==> config.mk <==
export PLATFORM = sky130hd
export DESIGN_NAME = sensor_host_reader
export DESIGN_NICKNAME = d
export VERILOG_FILES = /design/src/rtl/sensor_host_pkg.sv /design/src/rtl/host_uart_rx.sv /design/src/rtl/sensor_host_reader.sv
export SDC_FILE = /design/constraint.sdc
export NUM_CORES = 1
export LEC_CHECK = 0
export ABC_AREA = 0
export CAP_MARGIN = 20
export CORE_ASPECT_RATIO = 1.25
export CORE_MARGIN = 10
export CORE_UTILIZATION = 45
export CTS_BUF_LIST = sky130_fd_sc_hd__clkbuf_16
export DETAILED_ROUTE_END_ITERATION = 10
export HOLD_SLACK_MARGIN = 0.02
export PLACE_DENSITY = 0.67
export SYNTH_ARGS = -nofsm -noshare
export SYNTH_HDL_FRONTEND = slang
export SYNTH_HIERARCHICAL = 1
export SYNTH_SLANG_ARGS = --single-unit
==> constraint.sdc <==
create_clock -name clk -period 3.13 [get_ports clk]
set_input_delay 0.626 -clock clk [delete_from_list [all_inputs] [get_ports clk]]
set_output_delay 0.626 -clock clk [all_outputs]
set_load 0.02 [all_outputs]
==> src/rtl/sensor_host_pkg.sv <==
// Shared definitions for the sensor host reader: FSM states, error codes
// and the UART bit period derived from the default clock and baud rate.
package sensor_host_pkg;

   localparam int DEF_CLK_FREQ = 10000;
   localparam int DEF_BAUD     = 1000;

   typedef enum logic [2:0] {
      ST_IDLE       = 3'd0,
      ST_SEND       = 3'd1,
      ST_WAIT_START = 3'd2,
      ST_RECV       = 3'd3,
      ST_DONE       = 3'd4,
      ST_FAIL       = 3'd5
   } state_t;

   typedef enum logic [1:0] {
      ERR_NONE    = 2'd0,
      ERR_TIMEOUT = 2'd1,
      ERR_FRAME   = 2'd2
   } err_t;

   function automatic int calc_bit_div(input int clk_freq, input int baud);
      return clk_freq / baud;
   endfunction

   localparam int BIT_DIV = calc_bit_div(DEF_CLK_FREQ, DEF_BAUD);

endpackage

==> src/rtl/host_uart_rx.sv <==
// UART receive path: rx synchronizer, start-edge detection, mid-bit sampling
// of 8N1 frames. Only listens while arm is high; dropping arm aborts a frame.
module host_uart_rx
   import sensor_host_pkg::*;
#(
   parameter int BIT_DIV = sensor_host_pkg::BIT_DIV
) (
   input  logic       clk,
   input  logic       rst,
   input  logic       arm,
   input  logic       rx,
   output logic       start_seen,
   output logic       glitch,
   output logic       byte_ready,
   output logic       frame_err,
   output logic [7:0] data
);

   localparam logic [15:0] HALF_M1 = 16'(BIT_DIV / 2 - 1);
   localparam logic [15:0] BIT_M1  = 16'(BIT_DIV - 1);

   logic        sync1_r;
   logic        sync2_r;
   logic        prev_r;
   logic        active_r;
   logic        start_ph_r;
   logic [15:0] div_cnt_r;
   logic [3:0]  bit_cnt_r;
   logic [7:0]  shift_r;

   // Synchronizer, edge detection and per-bit sampling sequencer.
   always_ff @(posedge clk or posedge rst) begin
      if (rst) begin
         sync1_r    <= 1'b1;
         sync2_r    <= 1'b1;
         prev_r     <= 1'b1;
         active_r   <= 1'b0;
         start_ph_r <= 1'b0;
         div_cnt_r  <= 16'd0;
         bit_cnt_r  <= 4'd0;
         shift_r    <= 8'd0;
         data       <= 8'd0;
         start_seen <= 1'b0;
         glitch     <= 1'b0;
         byte_ready <= 1'b0;
         frame_err  <= 1'b0;
      end else begin
         sync1_r    <= rx;
         sync2_r    <= sync1_r;
         prev_r     <= sync2_r;
         start_seen <= 1'b0;
         glitch     <= 1'b0;
         byte_ready <= 1'b0;
         frame_err  <= 1'b0;
         if (!arm) begin
            active_r   <= 1'b0;
            start_ph_r <= 1'b0;
            div_cnt_r  <= 16'd0;
         end else if (!active_r) begin
            if (prev_r && !sync2_r) begin
               active_r   <= 1'b1;
               start_ph_r <= 1'b1;
               div_cnt_r  <= 16'd0;
               bit_cnt_r  <= 4'd0;
               start_seen <= 1'b1;
            end
         end else if (start_ph_r) begin
            // A start bit that is high again at mid-bit was only a glitch.
            if (div_cnt_r == HALF_M1) begin
               div_cnt_r  <= 16'd0;
               start_ph_r <= 1'b0;
               if (sync2_r) begin
                  active_r <= 1'b0;
                  glitch   <= 1'b1;
               end
            end else begin
               div_cnt_r <= div_cnt_r + 16'd1;
            end
         end else begin
            if (div_cnt_r == BIT_M1) begin
               div_cnt_r <= 16'd0;
               if (bit_cnt_r == 4'd8) begin
                  active_r <= 1'b0;
                  if (sync2_r) begin
                     data       <= shift_r;
                     byte_ready <= 1'b1;
                  end else begin
                     frame_err <= 1'b1;
                  end
               end else begin
                  shift_r   <= {sync2_r, shift_r[7:1]};
                  bit_cnt_r <= bit_cnt_r + 4'd1;
               end
            end else begin
               div_cnt_r <= div_cnt_r + 16'd1;
            end
         end
      end
   end

endmodule

==> src/rtl/sensor_host_reader.sv <==
// Host side of a UART sensor link: sends one request byte, then assembles a
// 24-bit little-endian average from three reply bytes, with timeout/framing errors.
module sensor_host_reader
   import sensor_host_pkg::*;
#(
   parameter int         CLK_FREQ = 10000,
   parameter int         BAUD     = 1000,
   parameter logic [7:0] CMD_BYTE = 8'h52,
   parameter int         TIMEOUT  = 400
) (
   input  logic        clk,
   input  logic        rst,
   input  logic        start,
   input  logic        rx,
   output logic        tx,
   output logic        busy,
   output logic [23:0] value,
   output logic        valid,
   output logic [1:0]  err,
   output logic        err_pulse
);

   localparam int          BIT_DIV_P = calc_bit_div(CLK_FREQ, BAUD);
   localparam logic [15:0] BIT_M1    = 16'(BIT_DIV_P - 1);
   localparam logic [15:0] TO_M1     = 16'(TIMEOUT - 1);
   localparam logic [9:0]  FRAME     = {1'b1, CMD_BYTE, 1'b0};

   state_t      state_r;
   logic [15:0] div_cnt_r;
   logic [15:0] to_cnt_r;
   logic [3:0]  bit_idx_r;
   logic [8:0]  tx_shift_r;
   logic [1:0]  byte_idx_r;
   logic [15:0] staging_r;
   logic        arm_s;
   logic        start_seen_s;
   logic        glitch_s;
   logic        byte_ready_s;
   logic        frame_err_s;
   logic [7:0]  rx_byte_s;

   // The receiver only listens while a reply byte is expected.
   always_comb begin
      arm_s = (state_r == ST_WAIT_START) || (state_r == ST_RECV);
   end

   host_uart_rx #(.BIT_DIV(BIT_DIV_P)) u_rx (
      .clk        (clk),
      .rst        (rst),
      .arm        (arm_s),
      .rx         (rx),
      .start_seen (start_seen_s),
      .glitch     (glitch_s),
      .byte_ready (byte_ready_s),
      .frame_err  (frame_err_s),
      .data       (rx_byte_s)
   );

   // Transaction sequencer with registered outputs.
   always_ff @(posedge clk or posedge rst) begin
      if (rst) begin
         state_r    <= ST_IDLE;
         tx         <= 1'b1;
         busy       <= 1'b0;
         valid      <= 1'b0;
         err        <= ERR_NONE;
         err_pulse  <= 1'b0;
         value      <= 24'd0;
         div_cnt_r  <= 16'd0;
         to_cnt_r   <= 16'd0;
         bit_idx_r  <= 4'd0;
         tx_shift_r <= 9'd0;
         byte_idx_r <= 2'd0;
         staging_r  <= 16'd0;
      end else begin
         case (state_r)
            ST_IDLE: begin
               if (start) begin
                  state_r    <= ST_SEND;
                  busy       <= 1'b1;
                  err        <= ERR_NONE;
                  tx         <= FRAME[0];
                  tx_shift_r <= FRAME[9:1];
                  div_cnt_r  <= 16'd0;
                  bit_idx_r  <= 4'd0;
               end
            end
            ST_SEND: begin
               if (div_cnt_r == BIT_M1) begin
                  div_cnt_r <= 16'd0;
                  if (bit_idx_r == 4'd9) begin
                     state_r    <= ST_WAIT_START;
                     tx         <= 1'b1;
                     byte_idx_r <= 2'd0;
                     to_cnt_r   <= 16'd0;
                  end else begin
                     bit_idx_r  <= bit_idx_r + 4'd1;
                     tx         <= tx_shift_r[0];
                     tx_shift_r <= {1'b1, tx_shift_r[8:1]};
                  end
               end else begin
                  div_cnt_r <= div_cnt_r + 16'd1;
               end
            end
            ST_WAIT_START: begin
               if (start_seen_s) begin
                  state_r <= ST_RECV;
               end else if (to_cnt_r == TO_M1) begin
                  state_r   <= ST_FAIL;
                  err       <= ERR_TIMEOUT;
                  err_pulse <= 1'b1;
                  busy      <= 1'b0;
               end else begin
                  to_cnt_r <= to_cnt_r + 16'd1;
               end
            end
            ST_RECV: begin
               // A glitch resumes waiting with the timeout budget already spent.
               if (glitch_s) begin
                  state_r <= ST_WAIT_START;
               end else if (frame_err_s) begin
                  state_r   <= ST_FAIL;
                  err       <= ERR_FRAME;
                  err_pulse <= 1'b1;
                  busy      <= 1'b0;
               end else if (byte_ready_s) begin
                  if (byte_idx_r == 2'd2) begin
                     value   <= {rx_byte_s, staging_r};
                     valid   <= 1'b1;
                     busy    <= 1'b0;
                     state_r <= ST_DONE;
                  end else begin
                     if (byte_idx_r == 2'd0) begin
                        staging_r[7:0] <= rx_byte_s;
                     end else begin
                        staging_r[15:8] <= rx_byte_s;
                     end
                     byte_idx_r <= byte_idx_r + 2'd1;
                     to_cnt_r   <= 16'd0;
                     state_r    <= ST_WAIT_START;
                  end
               end
            end
            ST_DONE: begin
               valid   <= 1'b0;
               state_r <= ST_IDLE;
            end
            ST_FAIL: begin
               err_pulse <= 1'b0;
               state_r   <= ST_IDLE;
            end
            default: begin
               state_r <= ST_IDLE;
            end
         endcase
      end
   end

endmodule

== Yosys cells after proc, flatten, opt, wreduce, memory -nomap -nowiden ==
Cells that the tools add are included.

* Bits in registers: 141
* Bits in latches: 0
* Memory bits (writable): 0
* Memory bits (read-only): 0
* Input port bits: 4
* Output and inout port bits: 30
* Word-level logic and storage cells: 206
* Memories: 0

* Add/subtract/negate cells: 6
* Multipliers: 0
* Div/mod/pow operators: 0
* $lt $le $gt $ge: 0
* Eq/ne operators: 33
* Shifts and indexed selects: 0
* Mux-type cells: 106
* Bitwise operators: 6
* Reductions and logical operators: 28

{| class="wikitable"
|+ Operator list
! cell !! number
|-
| $mux 16 || 16
|-
| $add 16x1->16 const B || 3
|-
| $mux 1 || 48
|-
| $pmux 16 s3 || 1
|-
| $eq 16x4->1 const B || 2
|-
| $mux 4 || 8
|-
| $pmux 16 s2 || 1
|-
| $reduce_and 5->1 || 6
|-
| $mux 3 || 9
|-
| $mux 9 || 3
|-
| $ne 2x2->1 const B || 12
|-
| $reduce_and 6->1 || 4
|-
| $mux 2 || 11
|-
| $pmux 9 s2 || 1
|-
| $eq 16x3->1 const B || 1
|-
| $eq 16x9->1 const B || 1
|-
| $reduce_and 7->1 || 2
|-
| $pmux 3 s4 || 1
|-
| $ne 3x1->1 const B || 3
|-
| $reduce_and 9->1 || 1
|-
| $reduce_bool 3->1 || 3
|-
| $add 4x1->4 const B || 2
|-
| $eq 4x4->1 const B || 2
|-
| $ne 2x1->1 const B || 4
|-
| 22 further kinds || 34
|}

== Depth between registers and ports, before layout ==
Gate-level depths: netlist (run 1).

* Depth in word-level cells: 6
* Depth in mapped cells: 9
* Depth with buffers taken out: 7

== Cells and area by module ==
The synthesis (run 1) kept the hierarchy.

{| class="wikitable"
|+ By module, submodules not included
! module !! times used !! cells each !! area each (um^2) !! sequential area each (um^2)
|-
| sensor_host_reader || 1 || 426 || 4573.1 || 2403.6
|-
| host_uart_rx || 1 || 207 || 2299.7 || 1129.8
|}

== Least setup slack after synthesis (run 1) ==
No wires, ideal clock.

* Kind: register to register
* Start point: register state_r[1]
* End point: register u_rx.data[0]
* Library setup time: 125 ps
* Arrival time: 2398 ps
* Data required time: 3005 ps
* Path slack: 607 ps
* Cell stages (with the launch flop): 9
* Buffers on the path: 3
* Period minus slack after synthesis: 2523 ps
* Path through: dfrtp_1 buf_2 buf_1 nor2b_1 and2_1 clkbuf_1 nand2_1 nor4_4 mux2_4

* Longest elaborated chain between the ends: 3
* Elaborated cells on any way between the ends: 4
* Classes of those cells: eq/ne: 2; reduce/logical: 2

{| class="wikitable"
|+ Ends and longest elaborated chain
! what !! RTL line !! source
|-
| from (decl) || sensor_host_reader.sv:28 || <nowiki>state_t state_r;</nowiki>
|-
| from (signal assigned) || sensor_host_reader.sv:62 || <nowiki>state_r <= ST_IDLE;</nowiki>
|-
| from (signal assigned) || sensor_host_reader.sv:79 || <nowiki>state_r <= ST_SEND;</nowiki>
|-
| from (signal assigned) || sensor_host_reader.sv:92 || <nowiki>state_r <= ST_WAIT_START;</nowiki>
|-
| $eq 3x2->1 || sensor_host_reader.sv:44 || <nowiki>arm_s = (state_r == ST_WAIT_START) || (state_r == ST_RECV);</nowiki>
|-
| $logic_or 1x1->1 (*) || sensor_host_reader.sv:44 ||
|-
| named net arm_s || sensor_host_reader.sv:35 || <nowiki>logic arm_s;</nowiki>
|-
| $reduce_and 6->1 (no line) (*) || -- ||
|-
| to (signal assigned) || host_uart_rx.sv:85 || <nowiki>data <= shift_r;</nowiki>
|-
| to (decl) || host_uart_rx.sv:16 || <nowiki>output logic [7:0] data</nowiki>
|}

The timed path passes the listed nets; every way through them passes the cells marked *.
A chain may end at the register's enable or synchronous reset.

== Final worst setup path (run 1) ==
* Start point: register state_r[1]
* End point: register staging_r[10]

* Longest elaborated chain between the ends: 2

{| class="wikitable"
|+ Ends and longest elaborated chain
! what !! RTL line !! source
|-
| $eq 3x2->1 || sensor_host_reader.sv:76 || <nowiki>case (state_r)</nowiki>
|-
| $reduce_and 6->1 (no line) || -- ||
|-
| to (signal assigned) || sensor_host_reader.sv:136 || <nowiki>staging_r[15:8] <= rx_byte_s;</nowiki>
|-
| to (decl) || sensor_host_reader.sv:34 || <nowiki>logic [15:0] staging_r;</nowiki>
|}

No other way between the ends.

==> impl_results.html, run 1 <==
<table>
<tr><th>Metric</th><th>Value</th></tr>
<tr><th colspan="2">Yosys</th></tr>
<tr><td>Count of flip-flops with a built-in enable after synthesis</td><td>0</td></tr>
<tr><td>Cell type contributing the most total cell area after synthesis</td><td>dfrtp_1</td></tr>
<tr><td>Leading cell type by number of instances after synthesis</td><td>dfrtp_1</td></tr>
<tr><td>Avg Synthesized Cell Area</td><td>roughly 11 µm²</td></tr>
<tr><td>Sequential cell area fraction in the yosys report</td><td>0.514</td></tr>
<tr><td>Number of standard cells after synthesis</td><td>633</td></tr>
<tr><td>Synth area leaders</td><td>dfrtp_1 (50%), mux2_2 (8.2%), nand2_1 (3.5%)</td></tr>
<tr><td>Share of the synthesized area in the top cell type</td><td>0.499</td></tr>
<tr><td>Async SR Flop Fraction</td><td>1.00</td></tr>
<tr><td>Top cells by instance count after synthesis</td><td>dfrtp_1 (137), nand2_1 (65), mux2_2 (50)</td></tr>
<tr><td>Post-synthesis register bit count</td><td>around 140</td></tr>
<tr><td>Netlist area before placement</td><td>6870 µm²</td></tr>
<tr><td>Netlist cell types</td><td>69</td></tr>
<tr><td>Net count after synthesis</td><td>~650</td></tr>
<tr><td>Ys flop type</td><td>dfrtp_1</td></tr>
<tr><td>Number of warning messages in the yosys log</td><td>6</td></tr>
<tr><th colspan="2">Cells and area</th></tr>
<tr><td>Final cell count without fillers</td><td>862</td></tr>
<tr><td>Share of post-route cells with drive strength above 1</td><td>0.179</td></tr>
<tr><td>Multi-input gate area</td><td>roughly 3100 µm²</td></tr>
<tr><td>Fin util</td><td>0.529</td></tr>
<tr><td>Storage element area</td><td>3530 µm²</td></tr>
<tr><td>Antenna Diode Count</td><td>0</td></tr>
<tr><td>Nets</td><td>684</td></tr>
<tr><td>Area added between synthesis and finish</td><td>15.6%</td></tr>
<tr><td>FILL cells</td><td>1344</td></tr>
<tr><th colspan="2">Routing</th></tr>
<tr><td>Detailed-route DRC error count</td><td>0</td></tr>
<tr><td>Router iterations before antenna repair</td><td>5</td></tr>
<tr><td>Final routed wire length divided by cell count</td><td>~17 µm</td></tr>
<tr><td>DRT iter0 DRCs</td><td>315</td></tr>
<tr><td>Routed via count divided by cell count</td><td>5.80</td></tr>
<tr><td>Via count of the routed design</td><td>4996</td></tr>
<tr><td>WL final</td><td>14300 µm</td></tr>
<tr><td>Antenna violation net count after detailed routing</td><td>0</td></tr>
<tr><th colspan="2">Clock network</th></tr>
<tr><td>Hold buffer count at CTS</td><td>0</td></tr>
<tr><td>Number of buffers inserted to repair setup after CTS</td><td>0</td></tr>
<tr><td>Max Root-Sink Buffers</td><td>2</td></tr>
<tr><td>Clock root buffer master</td><td>clkbuf_16</td></tr>
<tr><td>Clock network latency to the later pin of the worst-skew pair</td><td>approximately 0.42 ns</td></tr>
<tr><td>Clock transition time at the flip-flop clock pins of the worst setup and hold paths</td><td>0.06 ns</td></tr>
<tr><td>Clock H-tree levels</td><td>4</td></tr>
<tr><td>CTS buffer count</td><td>17</td></tr>
<tr><td>Sinks on the clock net</td><td>between 100 and 150</td></tr>
<tr><td>Gates resized, CTS repair</td><td>0</td></tr>
<tr><td>Clock tree from TritonCTS</td><td>yes</td></tr>
<tr><th colspan="2">Floorplan</th></tr>
<tr><td>Vertical die dimension</td><td>158 µm</td></tr>
<tr><td>Effective utilization at floorplan</td><td>0.458</td></tr>
<tr><td>Total I/O pin count</td><td>34</td></tr>
<tr><td>Core ar.</td><td>approximately 15000 µm²</td></tr>
<tr><td>Die Span X</td><td>131 µm</td></tr>
<tr><td>Die Area</td><td>20600 µm²</td></tr>
<tr><td>Rows</td><td>50</td></tr>
<tr><th colspan="2">Global routing</th></tr>
<tr><td>Antenna violations before repair</td><td>0</td></tr>
<tr><td>Global-route congestion overflow total</td><td>0</td></tr>
<tr><td>Global router's overall resource usage</td><td>0.146</td></tr>
<tr><td>Largest net degree at the start of global routing</td><td>50</td></tr>
<tr><td>Global-route wire length before repair</td><td>24600 µm</td></tr>
<tr><td>Number of global-route vias before repair</td><td>5031</td></tr>
<tr><th colspan="2">Critical path</th></tr>
<tr><td>Critical Path Max Stage Delay</td><td>between 0.6 and 0.7 ns</td></tr>
<tr><td>Endpoint kind of the worst setup timing path</td><td>flop</td></tr>
<tr><td>Launching element type of the critical path</td><td>flop</td></tr>
<tr><td>CP Data Required Time</td><td>approximately 3.4 ns</td></tr>
<tr><td>Type of the setup path with the least slack</td><td>reg -&gt; reg</td></tr>
<tr><td>Largest fanout of any net on the critical path</td><td>13</td></tr>
<tr><td>Cell chain of the critical path</td><td>or3b_2, o22a_1, o211a_1, nand3b_1, mux2_2</td></tr>
<tr><td>Critical-path top delay cell</td><td>or3b_2</td></tr>
<tr><td>Slack of the worst reg-to-reg path</td><td>0.63 ns</td></tr>
<tr><td>Arrival time worst endpoint</td><td>2.80 ns</td></tr>
<tr><th colspan="2">Pwr</th></tr>
<tr><td>P_int</td><td>around 0.0036 W</td></tr>
<tr><td>Portion of total power attributed to sequential cells</td><td>0.399</td></tr>
<tr><td>Clock network power share</td><td>0.341</td></tr>
<tr><td>Post-layout power</td><td>0.00544 W</td></tr>
<tr><td>Proportion of power drawn by combinational gates</td><td>0.260</td></tr>
<tr><td>Switching pwr</td><td>about 0.0018 W</td></tr>
<tr><td>Leak Pwr</td><td>3.51 nW</td></tr>
<tr><td>Pwr per Cell Area</td><td>685 nW/µm²</td></tr>
<tr><td>Switching part of the total</td><td>0.333</td></tr>
<tr><td>Largest vdd supply drop</td><td>about 0.43 mV</td></tr>
<tr><th colspan="2">Worst hold path</th></tr>
<tr><td>Worst hold path class</td><td>reg -&gt; reg</td></tr>
<tr><th colspan="2">Place</th></tr>
<tr><td>Cell count after placement</td><td>~830</td></tr>
<tr><td>Number of I/O port buffers</td><td>33</td></tr>
<tr><td>Final weighted congestion in routability-driven placement</td><td>about 0.85</td></tr>
<tr><td>DPL Wire Length</td><td>9840 µm</td></tr>
<tr><th colspan="2">STA</th></tr>
<tr><td>Layout Skew</td><td>around 0.013 ns</td></tr>
<tr><td>Hold violation total from the final report</td><td>0</td></tr>
<tr><td>Unrepaired setup endpoints after global routing</td><td>no</td></tr>
<tr><td>Final min period</td><td>2.50 ns</td></tr>
<tr><td>Setup Total Neg Slack</td><td>0 ns</td></tr>
<tr><td>Final setup viols</td><td>0</td></tr>
<tr><td>Max-slew violations</td><td>0</td></tr>
<tr><td>Tcrit/Tclk final</td><td>0.799</td></tr>
<tr><td>Worst max-slew margin expressed relative to the limit</td><td>0.457</td></tr>
<tr><td>Worst Max-Slew Pin Slew</td><td>slightly above 0.8 ns</td></tr>
<tr><td>Max Freq</td><td>400 MHz</td></tr>
<tr><th colspan="2">Run status</th></tr>
<tr><td>Result of the run</td><td>completed</td></tr>
<tr><th colspan="2">Flow run</th></tr>
<tr><td>Max-cap violations</td><td>0</td></tr>
</table>
## layer usage
layer / vias to the layer above / routed length, µm / GRT usage
met5: - / 0 / 0
met4: 0 / 233 / 0.0599
met3: 22 / 439 / 0.0351
met2: 92 / 7350 / 0.243
met1: 2508 / 6290 / 0.177
li1: 2374 / - / -
## power groups by stage
stage                     clock [W]  sequential (W)  combinational, W
after global placement            0         0.00218           0.00137
after CTS                   0.00190         0.00217           0.00142
after detailed placement          0         0.00220           0.00141
after global routing        0.00199         0.00219           0.00158
final                       0.00186         0.00217           0.00142
after floorplan                   0         0.00216           0.00107
## flip-flops by register name (all words and copies together), names as in the netlist, 2 cells and up
register / count
bit_idx_r: 4
byte_idx_r: 2
div_cnt_r: 16
err: 2
staging_r: 16
state_r: 3
to_cnt_r: 16
tx_shift_r: 9
u_rx/bit_cnt_r: 4
u_rx/data: 8
u_rx/div_cnt_r: 16
u_rx/shift_r: 8
value: 24
## per-stage QoR
step,setup slack (ns),hold slack (ns),instance area [µm²]
after floorplan,0.000284,0.345,6870
after global placement,0.381,0.346,7400
after detailed placement,0.364,0.348,7400
after CTS,0.622,0.357,7940
after global routing,0.398,0.358,7940
final,0.630,0.357,7940
## path summary, 6_finish.rpt
path,startpoint,endpoint,cells after the start
worst max-delay path,state_r[1],staging_r[10],5
min in group asynchronous,rst,u_rx/div_cnt_r[15],2
max in group asynchronous,rst,value[15],3
worst min register to register,u_rx/sync1_r,u_rx/sync2_r,0
worst min-delay path,u_rx/sync1_r,u_rx/sync2_r,0
worst max register to register,state_r[1],staging_r[10],5
## kinds of logic (layout without fill, tap and decap cells)
| family | Yosys count | in the layout | share of synthesized area |
|---|---|---|---|
| flip-flops | 141 | 141 | 0.514 |
| multiplexers | 68 | 68 | 0.115 |
| adder cells (fa/ha/maj) | 12 | 12 | 0.0218 |
| XOR/XNOR | 3 | 3 | 0.00382 |
| buffers and inverters | 55 | 102 | 0.0353 |
| AO/OA/AOI/OAI | 128 | 128 | 0.121 |
| AND/OR/NAND/NOR | 226 | 226 | 0.189 |
## layout make-up
type / instances / area share
timing repair buffer: 45 / 0.0545
clock inverter: 14 / 0.0150
clock buffer: 17 / 0.0536
sequential: 141 / 0.445
inverter: 26 / 0.0126
multi-input combinational: 437 / 0.391
tap: 182 / 0.0287
## placed cells by master, fill, tap and decap left out, types with 12 or more instances in the layout
cell	instances
a21oi_1	30
o21ai_0	40
dfrtp_1	137
nor3_1	15
clkdlybuf4s50_1	33
nand2_1	65
inv_1	24
mux2_2	50
nor4_1	13
nor2_1	27
ha_1	12
clkbuf_16	17
nand3_1	31
## critical path, delay by kind of cell (launching register included)
kind               cells  cell delay, ns
and+or+nand+nor        2            1.06
AOI/OAI and AO/OA      2            0.45
DFF                    1            0.49
muxes                  1            0.39
Power figures use the tool's default switching activity.
==> inputs of run 2 (changes only) <==
- PLACE_DENSITY: 0.67 -> 0.65
- clock period: 3.13 -> 2.5 ns (I/O delays scaled with it)
==> impl_results.html, run 2 (synthesis gave the netlist of run 1 again) <==
<table>
<tr><th>Metric</th><th>Value</th></tr>
<tr><th colspan="2">Critical path</th></tr>
<tr><td>CP Data Required Time</td><td>2.77 ns (-0.66 ns)</td></tr>
<tr><td>Endpoint kind of the worst setup timing path</td><td>flop</td></tr>
<tr><td>Worst r2r dst</td><td>to_cnt_r[15]</td></tr>
<tr><td>Worst r2r path cells</td><td>5 (unchanged)</td></tr>
<tr><td>Largest fanout of any net on the critical path</td><td>9 (-4)</td></tr>
<tr><td>Critical-path top delay cell</td><td>or4_4</td></tr>
<tr><td>Launch point of the worst reg-to-reg path</td><td>to_cnt_r[6]</td></tr>
<tr><td>Cell chain of the critical path</td><td>or4_4, or4_4, and2_2, a41oi_1, a31oi_1</td></tr>
<tr><td>Arrival time worst endpoint</td><td>2.63 ns (-0.17 ns)</td></tr>
<tr><td>Launching element type of the critical path</td><td>flop</td></tr>
<tr><td>Critical Path Max Stage Delay</td><td>0.58 ns (-0.08 ns)</td></tr>
<tr><td>Type of the setup path with the least slack</td><td>reg -&gt; reg</td></tr>
<tr><td>Most common cell on crit path</td><td>or4_4</td></tr>
<tr><td>Slack of the worst reg-to-reg path</td><td>0.14 ns (-0.49 ns)</td></tr>
<tr><th colspan="2">STA</th></tr>
<tr><td>PnR worst setup slack</td><td>0.140 ns (-0.490 ns)</td></tr>
<tr><td>Final setup viols</td><td>0 (unchanged)</td></tr>
<tr><td>Hold violation total from the final report</td><td>0 (unchanged)</td></tr>
<tr><td>Max Freq</td><td>424 MHz (+5.9%)</td></tr>
<tr><td>Worst hold slack</td><td>0.356 ns (-0.000593 ns)</td></tr>
<tr><td>Unrepaired setup endpoints after global routing</td><td>no</td></tr>
<tr><td>Tcrit/Tclk final</td><td>0.944 (+0.145)</td></tr>
<tr><td>Setup Total Neg Slack</td><td>0 ns (unchanged)</td></tr>
<tr><td>Max-slew violations</td><td>0 (unchanged)</td></tr>
<tr><td>Layout Skew</td><td>0.0107 ns (-0.00193 ns)</td></tr>
<tr><td>Worst max-slew margin expressed relative to the limit</td><td>0.531 (+0.0744)</td></tr>
<tr><td>Final min period</td><td>2.36 ns (-0.140 ns)</td></tr>
<tr><td>Worst Max-Slew Pin Slew</td><td>0.698 ns (-0.111 ns)</td></tr>
<tr><th colspan="2">Pwr</th></tr>
<tr><td>Pwr per Cell Area</td><td>876 nW/µm² (+28%)</td></tr>
<tr><td>Clock network power share</td><td>0.353 (+0.012)</td></tr>
<tr><td>Portion of total power attributed to sequential cells</td><td>0.376 (-0.023)</td></tr>
<tr><td>Post-layout power</td><td>0.00718 W (+32%)</td></tr>
<tr><td>Switching pwr</td><td>0.00245 W (+35%)</td></tr>
<tr><td>Leak Pwr</td><td>3.65 nW (+4.0%)</td></tr>
<tr><td>Switching part of the total</td><td>0.341 (+0.00820)</td></tr>
<tr><td>P_int</td><td>0.00473 W (+30%)</td></tr>
<tr><td>Largest vdd supply drop</td><td>0.473 mV (+9.5%)</td></tr>
<tr><td>Proportion of power drawn by combinational gates</td><td>0.272 (+0.012)</td></tr>
<tr><th colspan="2">Cells and area</th></tr>
<tr><td>Register containing the most flip-flops in the final layout</td><td>value</td></tr>
<tr><td>Antenna Diode Count</td><td>0 (unchanged)</td></tr>
<tr><td>Area added between synthesis and finish</td><td>19.2%</td></tr>
<tr><td>Share of post-route cells with drive strength above 1</td><td>0.215 (+0.0354)</td></tr>
<tr><td>Most used cells in the layout excluding fill and tap cells</td><td>dfrtp_1 (137), nand2_1 (64), mux2_2 (50), o21ai_0 (40), clkdlybuf4s50_1 (33)</td></tr>
<tr><td>Max FFs per register</td><td>24 (unchanged)</td></tr>
<tr><td>Fin util</td><td>0.545 (+0.0163)</td></tr>
<tr><td>Most common cell after layout, fill and taps aside</td><td>dfrtp_1</td></tr>
<tr><td>Nets</td><td>706 (+3.2%)</td></tr>
<tr><th colspan="2">Routing</th></tr>
<tr><td>Antenna violation net count after detailed routing</td><td>0 (unchanged)</td></tr>
<tr><td>WL final</td><td>14600 µm (+1.8%)</td></tr>
<tr><td>Final routed wire length divided by cell count</td><td>16.5 µm (-0.88%)</td></tr>
<tr><td>DRT iter0 DRCs</td><td>354 (+12%)</td></tr>
<tr><td>Router iterations before antenna repair</td><td>4 (-1)</td></tr>
<tr><td>Detailed-route DRC error count</td><td>0 (unchanged)</td></tr>
<tr><td>Routed via count divided by cell count</td><td>5.78 (-0.26%)</td></tr>
<tr><td>Via count of the routed design</td><td>5116 (+2.4%)</td></tr>
<tr><th colspan="2">Flow run</th></tr>
<tr><td>Max-cap violations</td><td>0 (unchanged)</td></tr>
<tr><th colspan="2">Worst hold path</th></tr>
<tr><td>Worst hold path class</td><td>reg -&gt; reg</td></tr>
<tr><td>Worst min-delay path endpoint</td><td>u_rx/sync2_r</td></tr>
<tr><td>Hold Crit Depth</td><td>0 (unchanged)</td></tr>
<tr><td>Hold Path Origin</td><td>u_rx/sync1_r</td></tr>
<tr><th colspan="2">Place</th></tr>
<tr><td>Number of I/O port buffers</td><td>33 (unchanged)</td></tr>
<tr><td>DPL Wire Length</td><td>9940 µm (+1.1%)</td></tr>
<tr><td>DP Worst Slack</td><td>-0.0994 ns (-0.463 ns)</td></tr>
<tr><td>Final weighted congestion in routability-driven placement</td><td>0.858 (+0.62%)</td></tr>
<tr><th colspan="2">Clock network</th></tr>
<tr><td>CTS buffer count</td><td>17 (unchanged)</td></tr>
<tr><td>Max Root-Sink Buffers</td><td>2 (unchanged)</td></tr>
<tr><td>Clock transition time at the flip-flop clock pins of the worst setup and hold paths</td><td>0.07 ns (about the same)</td></tr>
<tr><td>Clock H-tree levels</td><td>4 (unchanged)</td></tr>
<tr><td>Clock tree from TritonCTS</td><td>yes</td></tr>
<tr><td>Sinks on the clock net</td><td>141 (unchanged)</td></tr>
<tr><td>Clock network latency to the later pin of the worst-skew pair</td><td>0.43 ns (about the same)</td></tr>
<tr><td>Clock root buffer master</td><td>clkbuf_16</td></tr>
<tr><td>Number of buffers inserted to repair setup after CTS</td><td>0 (unchanged)</td></tr>
<tr><th colspan="2">Global routing</th></tr>
<tr><td>Global-route wire length before repair</td><td>25300 µm (+2.9%)</td></tr>
<tr><td>Number of global-route vias before repair</td><td>5279 (+4.9%)</td></tr>
<tr><td>Largest net degree at the start of global routing</td><td>72 (+44%)</td></tr>
<tr><td>Global router's overall resource usage</td><td>0.151 (+0.00534)</td></tr>
<tr><td>Antenna violations before repair</td><td>0 (unchanged)</td></tr>
<tr><td>Global-route congestion overflow total</td><td>0 (unchanged)</td></tr>
<tr><th colspan="2">Floorplan</th></tr>
<tr><td>Die Span X</td><td>131 µm (unchanged)</td></tr>
<tr><td>Total I/O pin count</td><td>34 (unchanged)</td></tr>
<tr><td>Effective utilization at floorplan</td><td>0.458 (unchanged)</td></tr>
<tr><td>Die Area</td><td>20600 µm² (unchanged)</td></tr>
<tr><td>Rows</td><td>50 (unchanged)</td></tr>
<tr><td>Vertical die dimension</td><td>158 µm (unchanged)</td></tr>
<tr><td>Core ar.</td><td>15000 µm² (unchanged)</td></tr>
<tr><th colspan="2">Run status</th></tr>
<tr><td>Result of the run</td><td>completed</td></tr>
</table>
==> run 2: cell count changes in the layout (fill, tap and decap cells not counted), moves of 3 or more <==
cell / before / now
inv_8: 0 / 5
clkinv_4: 3 / 0
inv_6: 3 / 6
buf_4: 11 / 32
clkinv_1: 3 / 0
==> run 2: timing repair <==
| action | CTS | global route |
|---|---|---|
| endpoints found under the setup margin | 11 | 9 |
| hold buffers | 0 | 0 |
| resized for setup | 1 | 2 |
==> run 2: worst max-delay path: cells and delay by family (launching register included) <==
kind | cells | cell delay, ns
AOI/OAI and AO/OA | 2 | 0.32
and+or+nand+nor | 3 | 1.44
DFF | 1 | 0.44
==> run 2: power by group through the flow <==
stage	combinational, W	sequential (W)	clock (W)
final	0.00195	0.00270	0.00253
after global routing	0.00216	0.00273	0.00269
after CTS	0.00194	0.00270	0.00258
after detailed placement	0.00191	0.00273	0
after global placement	0.00185	0.00272	0
after floorplan	0.00135	0.00271	0
==> run 2: layer usage <==
layer  share of wire  routed length (µm)  track usage  vias up
met5               0                   0            0        -
met4           0.019                 275       0.0668        0
met3           0.039                 572       0.0348       28
met2            0.52                7550        0.258       96
met1            0.42                6170        0.176     2564
li1                -                   -            -     2428
==> run 2: final cells by class <==
type / count / area, µm²
clock buffer: 17 / 425
sequential: 141 / 3530
tap: 182 / 228
fill: 1311 / 6830
multi-input combinational: 437 / 3120
timing repair buffer: 67 / 611
inverter: 26 / 101
clock inverter: 15 / 168
==> run 2: per-stage QoR <==
step | cell area [µm²] | cells
finish | 8190 | 885
global route | 8190 | 885
CTS | 8180 | 885
detailed placement | 7580 | 853
global placement | 7580 | 853
floorplan | 6880 | 633
==> run 2: worst max-delay path by stage <==
stage / startpoint / to / slack, ns / cells past startpoint
finish: to_cnt_r[6] / to_cnt_r[15] / 0.14 / 5
global placement: byte_idx_r[0] / to_cnt_r[15] / 0.10 / 7
CTS: byte_idx_r[0] / staging_r[3] / 0.1 / 7
global route: to_cnt_r[6] / to_cnt_r[15] / 0.01 / 5
floorplan: state_r[1] / u_rx/data[0] / 0.006 / 8
detailed placement: byte_idx_r[0] / to_cnt_r[4] / -0.1 / 7
